### src/rtl/instr_fetch_if.sv
// Fetch-stage signal bundle: controller handshake, pc address and the
// Avalon-style read master. The fetch unit is the bus master.
interface instr_fetch_if;
    logic [31:0] pc_in;
    logic        fetch_req;
    logic [31:0] instr_out;
    logic        instr_valid;
    logic        busy;
    logic        addr_error;
    logic        active;
    logic [31:0] mem_address;
    logic        mem_read;
    logic [3:0]  mem_byteenable;
    logic        mem_waitrequest;
    logic [31:0] mem_readdata;

    modport master (
        input  pc_in, fetch_req, mem_waitrequest, mem_readdata,
        output instr_out, instr_valid, busy, addr_error, active,
               mem_address, mem_read, mem_byteenable
    );

    modport slave (
        output pc_in, fetch_req, mem_waitrequest, mem_readdata,
        input  instr_out, instr_valid, busy, addr_error, active,
               mem_address, mem_read, mem_byteenable
    );
endinterface

### src/rtl/instr_fetch.sv
// Instruction fetch stage: reads the word at pc over the memory bus, holds it
// in the instruction register, and flags halt (fetch from 0) and misaligned pc.
module instr_fetch #(
    parameter logic [31:0] RESET_VECTOR = 32'hBFC00000,
    parameter bit          BYTE_SWAP    = 1'b1
) (
    input  logic          clk,
    input  logic          reset,
    instr_fetch_if.master bus
);

    typedef enum logic [1:0] {S_IDLE, S_ADDR, S_DATA, S_HALT} state_t;

    // Little-endian bus word to big-endian MIPS instruction.
    function automatic logic [31:0] swap_bytes(input logic [31:0] w);
        return {w[7:0], w[15:8], w[23:16], w[31:24]};
    endfunction

    state_t      state_q;
    logic [31:0] addr_q;
    logic [31:0] instr_q;
    logic [31:0] instr_d;
    logic        instr_valid_q;
    logic        addr_error_q;
    logic        busy_q;
    logic        active_q;
    logic        mem_read_q;

    // Word that the instruction register captures in the DATA cycle.
    always_comb begin
        instr_d = BYTE_SWAP ? swap_bytes(bus.mem_readdata) : bus.mem_readdata;
    end

    // Fetch FSM; every output is registered so the bus sees clean strobes.
    always_ff @(posedge clk) begin
        if (reset) begin
            state_q       <= S_IDLE;
            addr_q        <= RESET_VECTOR;
            instr_q       <= '0;
            instr_valid_q <= 1'b0;
            addr_error_q  <= 1'b0;
            busy_q        <= 1'b0;
            active_q      <= 1'b1;
            mem_read_q    <= 1'b0;
        end else begin
            instr_valid_q <= 1'b0;
            addr_error_q  <= 1'b0;
            case (state_q)
                S_IDLE: begin
                    if (bus.fetch_req) begin
                        if (bus.pc_in == 32'h0) begin
                            state_q  <= S_HALT;
                            active_q <= 1'b0;
                        end else if (bus.pc_in[1:0] != 2'b00) begin
                            addr_error_q <= 1'b1;
                        end else begin
                            addr_q     <= bus.pc_in;
                            mem_read_q <= 1'b1;
                            busy_q     <= 1'b1;
                            state_q    <= S_ADDR;
                        end
                    end
                end
                S_ADDR: begin
                    // Hold address and strobe until the slave stops stalling.
                    if (!bus.mem_waitrequest) begin
                        mem_read_q <= 1'b0;
                        state_q    <= S_DATA;
                    end
                end
                S_DATA: begin
                    instr_q       <= instr_d;
                    instr_valid_q <= 1'b1;
                    busy_q        <= 1'b0;
                    state_q       <= S_IDLE;
                end
                S_HALT: begin
                    // Terminal until reset.
                    state_q  <= S_HALT;
                    active_q <= 1'b0;
                end
                default: state_q <= S_IDLE;
            endcase
        end
    end

    assign bus.instr_out      = instr_q;
    assign bus.instr_valid    = instr_valid_q;
    assign bus.busy           = busy_q;
    assign bus.addr_error     = addr_error_q;
    assign bus.active         = active_q;
    assign bus.mem_address    = addr_q;
    assign bus.mem_read       = mem_read_q;
    assign bus.mem_byteenable = mem_read_q ? 4'b1111 : 4'b0000;

endmodule

### src/flat_wrapper.sv
// flat-port wrapper written by rule: the top's interface ports become plain ports
module instr_fetch_flat 
#(
    parameter logic [31:0] RESET_VECTOR = 32'hBFC00000,
    parameter bit          BYTE_SWAP    = 1'b1
)
  (clk, reset, bus_pc_in, bus_fetch_req, bus_mem_waitrequest, bus_mem_readdata, bus_instr_out, bus_instr_valid, bus_busy, bus_addr_error, bus_active, bus_mem_address, bus_mem_read, bus_mem_byteenable);
  instr_fetch_if bus_i ();
  input  logic clk;
  input  logic reset;
  input wire logic [$bits(bus_i.pc_in)-1:0] bus_pc_in;
  input wire logic [$bits(bus_i.fetch_req)-1:0] bus_fetch_req;
  input wire logic [$bits(bus_i.mem_waitrequest)-1:0] bus_mem_waitrequest;
  input wire logic [$bits(bus_i.mem_readdata)-1:0] bus_mem_readdata;
  output wire logic [$bits(bus_i.instr_out)-1:0] bus_instr_out;
  output wire logic [$bits(bus_i.instr_valid)-1:0] bus_instr_valid;
  output wire logic [$bits(bus_i.busy)-1:0] bus_busy;
  output wire logic [$bits(bus_i.addr_error)-1:0] bus_addr_error;
  output wire logic [$bits(bus_i.active)-1:0] bus_active;
  output wire logic [$bits(bus_i.mem_address)-1:0] bus_mem_address;
  output wire logic [$bits(bus_i.mem_read)-1:0] bus_mem_read;
  output wire logic [$bits(bus_i.mem_byteenable)-1:0] bus_mem_byteenable;
  assign bus_i.pc_in = bus_pc_in;
  assign bus_i.fetch_req = bus_fetch_req;
  assign bus_i.mem_waitrequest = bus_mem_waitrequest;
  assign bus_i.mem_readdata = bus_mem_readdata;
  assign bus_instr_out = bus_i.instr_out;
  assign bus_instr_valid = bus_i.instr_valid;
  assign bus_busy = bus_i.busy;
  assign bus_addr_error = bus_i.addr_error;
  assign bus_active = bus_i.active;
  assign bus_mem_address = bus_i.mem_address;
  assign bus_mem_read = bus_i.mem_read;
  assign bus_mem_byteenable = bus_i.mem_byteenable;
  instr_fetch #(.RESET_VECTOR(RESET_VECTOR), .BYTE_SWAP(BYTE_SWAP)) u_core (.clk(clk), .reset(reset), .bus(bus_i));
endmodule
### config.mk
export PLATFORM = sky130hd
export DESIGN_NAME = instr_fetch_flat
export DESIGN_NICKNAME = d
export VERILOG_FILES = /design/src/rtl/instr_fetch_if.sv /design/src/rtl/instr_fetch.sv /design/src/flat_wrapper.sv
export SDC_FILE = /design/constraint.sdc
export NUM_CORES = 1
export LEC_CHECK = 0
export CORE_MARGIN = 2
export CORE_UTILIZATION = 35
export CTS_CLUSTER_SIZE = 14
export DETAILED_ROUTE_END_ITERATION = 10
export MAX_ROUTING_LAYER = met4
export PLACE_DENSITY = 0.69
export SLEW_MARGIN = 0
export SYNTH_ARGS = -nofsm -noshare
export SYNTH_HDL_FRONTEND = slang
export SYNTH_SLANG_ARGS = --single-unit
### constraint.sdc
create_clock -name clk -period 2.05 [get_ports clk]
set_clock_uncertainty 0.05 [all_clocks]
set_input_delay 0.205 -clock clk [delete_from_list [all_inputs] [get_ports clk]]
set_output_delay 0.205 -clock clk [all_outputs]
set_load 0.01 [all_outputs]
Yosys cells after proc, flatten, opt, wreduce, memory -nomap -nowiden:

Index checks and enable logic that the tools add are counted.

* equality and inequality tests: 9
* muxes and demuxes: 17
* bitwise gates (word level): 4
* reduce and logical (&&, ||, !) cells: 12

Operators with widths (number)
* $logic_not A32 Y1: 1
* $mux W1: 8
* $mux W2: 4
* $ne A2 B2 Y1 const B: 4
* $pmux W2 S4: 1
* $reduce_and A4 Y1: 2
* $reduce_bool A2 Y1: 4
* $pmux W1 S2: 3
* $reduce_and A3 Y1: 2
* $reduce_and A5 Y1: 1
* $eq A2 B2 Y1 const B: 2
* $mux W4: 1
* $not A1 Y1: 4
* $reduce_or A4 Y1: 1
* $ne A3 B2 Y1 const B: 1
* $eq A2 B1 Y1 const B: 1
* $logic_not A2 Y1: 1
* $ne A2 B1 Y1 const B: 1

* flip-flop bits (word level): 71
* input port bits: 68
* output and inout bits: 73

Logic depth before layout (Yosys ltp):

* depth in word-level cells: 5
* mapped depth: 7
* depth with buffers taken out: 6

Worst setup path after synthesis:

Ideal clock, no wire load.

* path kind: register to register
* start: reg u_core.state_q[0]
* end: reg u_core.busy_q, in the netlist u_core.bus.busy
* library setup time: 127 ps
* arrival: 1402 ps
* data required time: 1873 ps
* setup slack: 471 ps
* stages on the path, launching flop included: 8
* period minus slack after synthesis: 1579 ps
* path through: dfxtp_1 -> inv_1 -> ha_1 -> clkbuf_1 -> nand2_1 -> nor2_1 -> a21o_1 -> or3b_1

* word-level cells in the longest chain between the ends: 3

RTL lines
* start: declaration: line instr_fetch.sv:19 `state_t state_q;`
* start signal: assignment: line instr_fetch.sv:37 `state_q <= S_IDLE;`
* start signal: assignment: line instr_fetch.sv:52 `state_q <= S_HALT;`
* start signal: assignment: line instr_fetch.sv:60 `state_q <= S_ADDR;`
* $logic_not A2 Y1 / $eq A2 B2 Y1 (equally long branches): line instr_fetch.sv:48 `case (state_q)`
* $ne A2 B2 Y1 (no line) / $reduce_bool A2 Y1 (equally long branches)
* $reduce_and A4 Y1 (no line)
* end signal: assignment: line instr_fetch.sv:42 `busy_q <= 1'b0;`
* end signal: assignment: line instr_fetch.sv:59 `busy_q <= 1'b1;`
* end signal: assignment: line instr_fetch.sv:74 `busy_q <= 1'b0;`
* end: declaration: line instr_fetch.sv:25 `logic busy_q;`

Parallel ways exist; a longest one is shown, timed or not.
A chain may end at the register's enable or synchronous reset.

Worst setup path in the final report:

* start: in bus_pc_in[22]
* end: reg u_core.busy_q, in the netlist u_core.bus.busy

* word-level cells in the longest chain between the ends: 3

RTL lines
* start: declaration: line flat_wrapper.sv:11 `input wire logic [$bits(bus_i.pc_in)-1:0] bus_pc_in;`
* $logic_not A32 Y1: line instr_fetch.sv:51 `if (bus.pc_in == 32'h0) begin`
* $ne A2 B2 Y1 (no line)
* $reduce_and A4 Y1 (no line)

Every way passes these cells.

==> results.json <==
{
  "status": "complete, no violations",
  "antenna_found_initial": 0,
  "crit_type": "primary input to flip-flop",
  "synth_fp_nets": 376,
  "grt_max_degree": 35,
  "grt_setup_unrepaired": "no",
  "required_ns": 2.22,
  "synth_top_area_share_pct": 46.05,
  "die_y_um": 97.91,
  "coreArea_sq_um": 8636,
  "avgViaCountPerCell": 4.662,
  "die_width_um": 97.91,
  "arrival_ns": 2.02,
  "clkSinkCount": 71,
  "cts_tree": "done",
  "finalCritPeriodShare_pct": 90.17,
  "worst_slack_ns": 0.2015,
  "grt_pass1_vias": 2632,
  "hold_buffers": 0,
  "final_max_slew_viol_count": 0,
  "drc_errors": 0,
  "row_count": 34,
  "worstSetupEndpointType": "flip-flop",
  "yosysWarnings": 0,
  "synth-edff-count": 0,
  "synthCells": 303,
  "drv_cap": 0,
  "drt_first_iter_violations": 51,
  "clk_pin_slew_ns": 0.07,
  "ant_nets": 0,
  "n_antenna_cell": 0,
  "gp_congestion": 0.8232,
  "drive_above_1_share_pct": 8.804,
  "post-place-ws_ns": -0.05976,
  "fillers": 776,
  "max_stage_delay_ns": 0.46,
  "synthTopCellsByArea": "dfxtp_1 46%, mux2i_1 20%, nand2b_1 8.3%",
  "max_slew.worst_pin.slew_ns": 0.5280,
  "cts-root-buf": "clkbuf_8",
  "die-area_sq_um": 9586,
  "grt-ovfl-total": 0,
  "drt-total-wl_mm": 7.659,
  "postSynth.asyncResetShare_pct": 0,
  "start_util_pct": 35.74,
  "synth_cell_types": 33,
  "cts_htree_levels": 3,
  "dp.cells": 536,
  "hold_viol_final": 0,
  "clockBufferDepth": 2,
  "synth_area_sq_um": 3087,
  "ir_worst_vdd_v": 0.0004335,
  "path_cells": "clkdlybuf4s50_1 -> nor4_2 -> nand4_2 -> buf_4 -> o21ai_0 -> or3b_1",
  "area_growth_pct": 55.29,
  "yosysTopAreaCell": "dfxtp_1",
  "fmax_ghz": 0.5410,
  "path_max_fanout": 6,
  "cts_buffers": 9,
  "postSynthAreaPerCell_sq_um": 10.19,
  "seq_area_frac_synth_pct": 46.05,
  "slew-limit-headroom_pct": 64.80,
  "timing.hold.ws_ns": 0.2873,
  "place_hpwl_mm": 5.730,
  "critical_path_buf_inv_count": 2,
  "post-route-min-period_ns": 1.848,
  "vias": 2569,
  "grt_pass1_wl_mm": 12.44,
  "final_cell_mix": "139 x clkdlybuf4s50_1, 71 x dfxtp_1, 62 x mux2i_1",
  "post_cts_buffers": 0,
  "grt_use_total_pct": 16.42,
  "startpoint_type": "primary input",
  "final_core_util_pct": 55.51,
  "cpMaxStageDelayCell": "nor4_2",
  "synth_seq_cells": 71,
  "worstHoldPathType": "primary input to flip-flop",
  "cts-resized-gates": 0,
  "final_nets": 512,
  "ys.flop_type": "dfxtp_1",
  "stdcell_count": 551,
  "p_total_w": 0.004082,
  "powerDensity_nw_per_um2": 851.6,
  "pin_count": 141,
  "setup_viol": 0,
  "portBuffers": 140,
  "crit_family": "simple AND/OR/NAND/NOR gates",
  "drtPass1Iterations": 4,
  "final_common_cell": "clkdlybuf4s50_1",
  "clk_latency_ns": 0.34,
  "power.leakage_nw": 1.699,
  "wire_per_inst_um": 13.90
}
[per-stage QoR]
step	area [sq um]	setup TNS, ns
2_1_floorplan	3087	0
3_3_place_gp	4549	-1.499
3_5_place_dp	4549	-0.8502
4_1_cts	4793	0
5_1_grt	4793	0
6_report	4793	0
[sequential cells by signal, indices dropped and copies added, names as in the netlist]
signal / flops
u_core.bus.busy: 1
u_core.bus.mem_read: 1
u_core.state_q: 2
u_core.bus.instr_out: 32
u_core.bus.instr_valid: 1
u_core.bus.active: 1
u_core.bus.mem_address: 32
u_core.bus.addr_error: 1
[synth_stat cells (2+ instances only)]
cell type	n
o21ai_0	4
nor4_2	8
nand4_2	2
or3b_1	2
nor2_1	54
nand2b_1	41
buf_1	3
inv_1	5
nor3_1	4
clkbuf_1	10
nor3b_1	2
dfxtp_1	71
nand2_1	3
nor4_1	2
nor3b_2	2
buf_12	3
buf_4	4
buf_2	3
ha_1	5
mux2i_1	62
[cell type report]
type                            instances  area (sq um)  share of cell area, %
Timing Repair Buffer                  149          1489                  31.06
Multi-Input combinational cell        203          1485                  30.98
Sequential cell                        71          1421                  29.65
Clock buffer                           10         137.6                  2.871
Tap cell                              108         135.1                  2.819
Clock inverter                          5         106.4                  2.219
Inverter                                5         18.77                 0.3915
[per-layer routing]
metal | part of all wire [%] | track usage [%] | vias to the layer above
li1 | - | - | 1283
met1 | 46 | 20.13 | 1168
met2 | 44 | 25.50 | 107
met3 | 8.8 | 5.440 | 11
met4 | 1.5 | 5.449 | 0
met5 | 0 | - | -
[final timing paths]
| kind | startpoint | end | slack [ns] | depth (start not counted) |
|---|---|---|---|---|
| min reg2reg | u_core.bus.mem_address[17]$_SDFFE_PP0P_ | u_core.bus.mem_address[17]$_SDFFE_PP0P_ | 0.42 | 2 |
| max reg2reg | u_core.state_q[0]$_SDFFE_PP0P_ | u_core.bus.busy$_SDFFE_PP0P_ | 0.39 | 6 |
| min | reset | u_core.bus.instr_out[29]$_SDFFE_PP0P_ | 0.29 | 2 |
| max | bus_pc_in[22] | u_core.bus.busy$_SDFFE_PP0P_ | 0.20 | 6 |
[cells by family (layout without fill, tap and decap cells)]
group | after synthesis | after routing | share of synthesized area (%)
AOI/OAI and AO/OA | 12 | 12 | 2.757
adders and majority gates | 5 | 5 | 2.027
buffers and inverters | 29 | 169 | 5.959
DFF | 71 | 71 | 46.05
muxes | 62 | 62 | 20.11
and+or+nand+nor | 124 | 124 | 23.10
[report_power, final]
| group | internal, W | switching, W | leakage, nW |
|---|---|---|---|
| clock | 0.000837 | 0.000525 | 0.119 |
| sequential | 0.00153 | 0.0000865 | 0.575 |
| combinational | 0.000628 | 0.000479 | 1.01 |
Note: power is estimated with default switching activity, not from simulation.
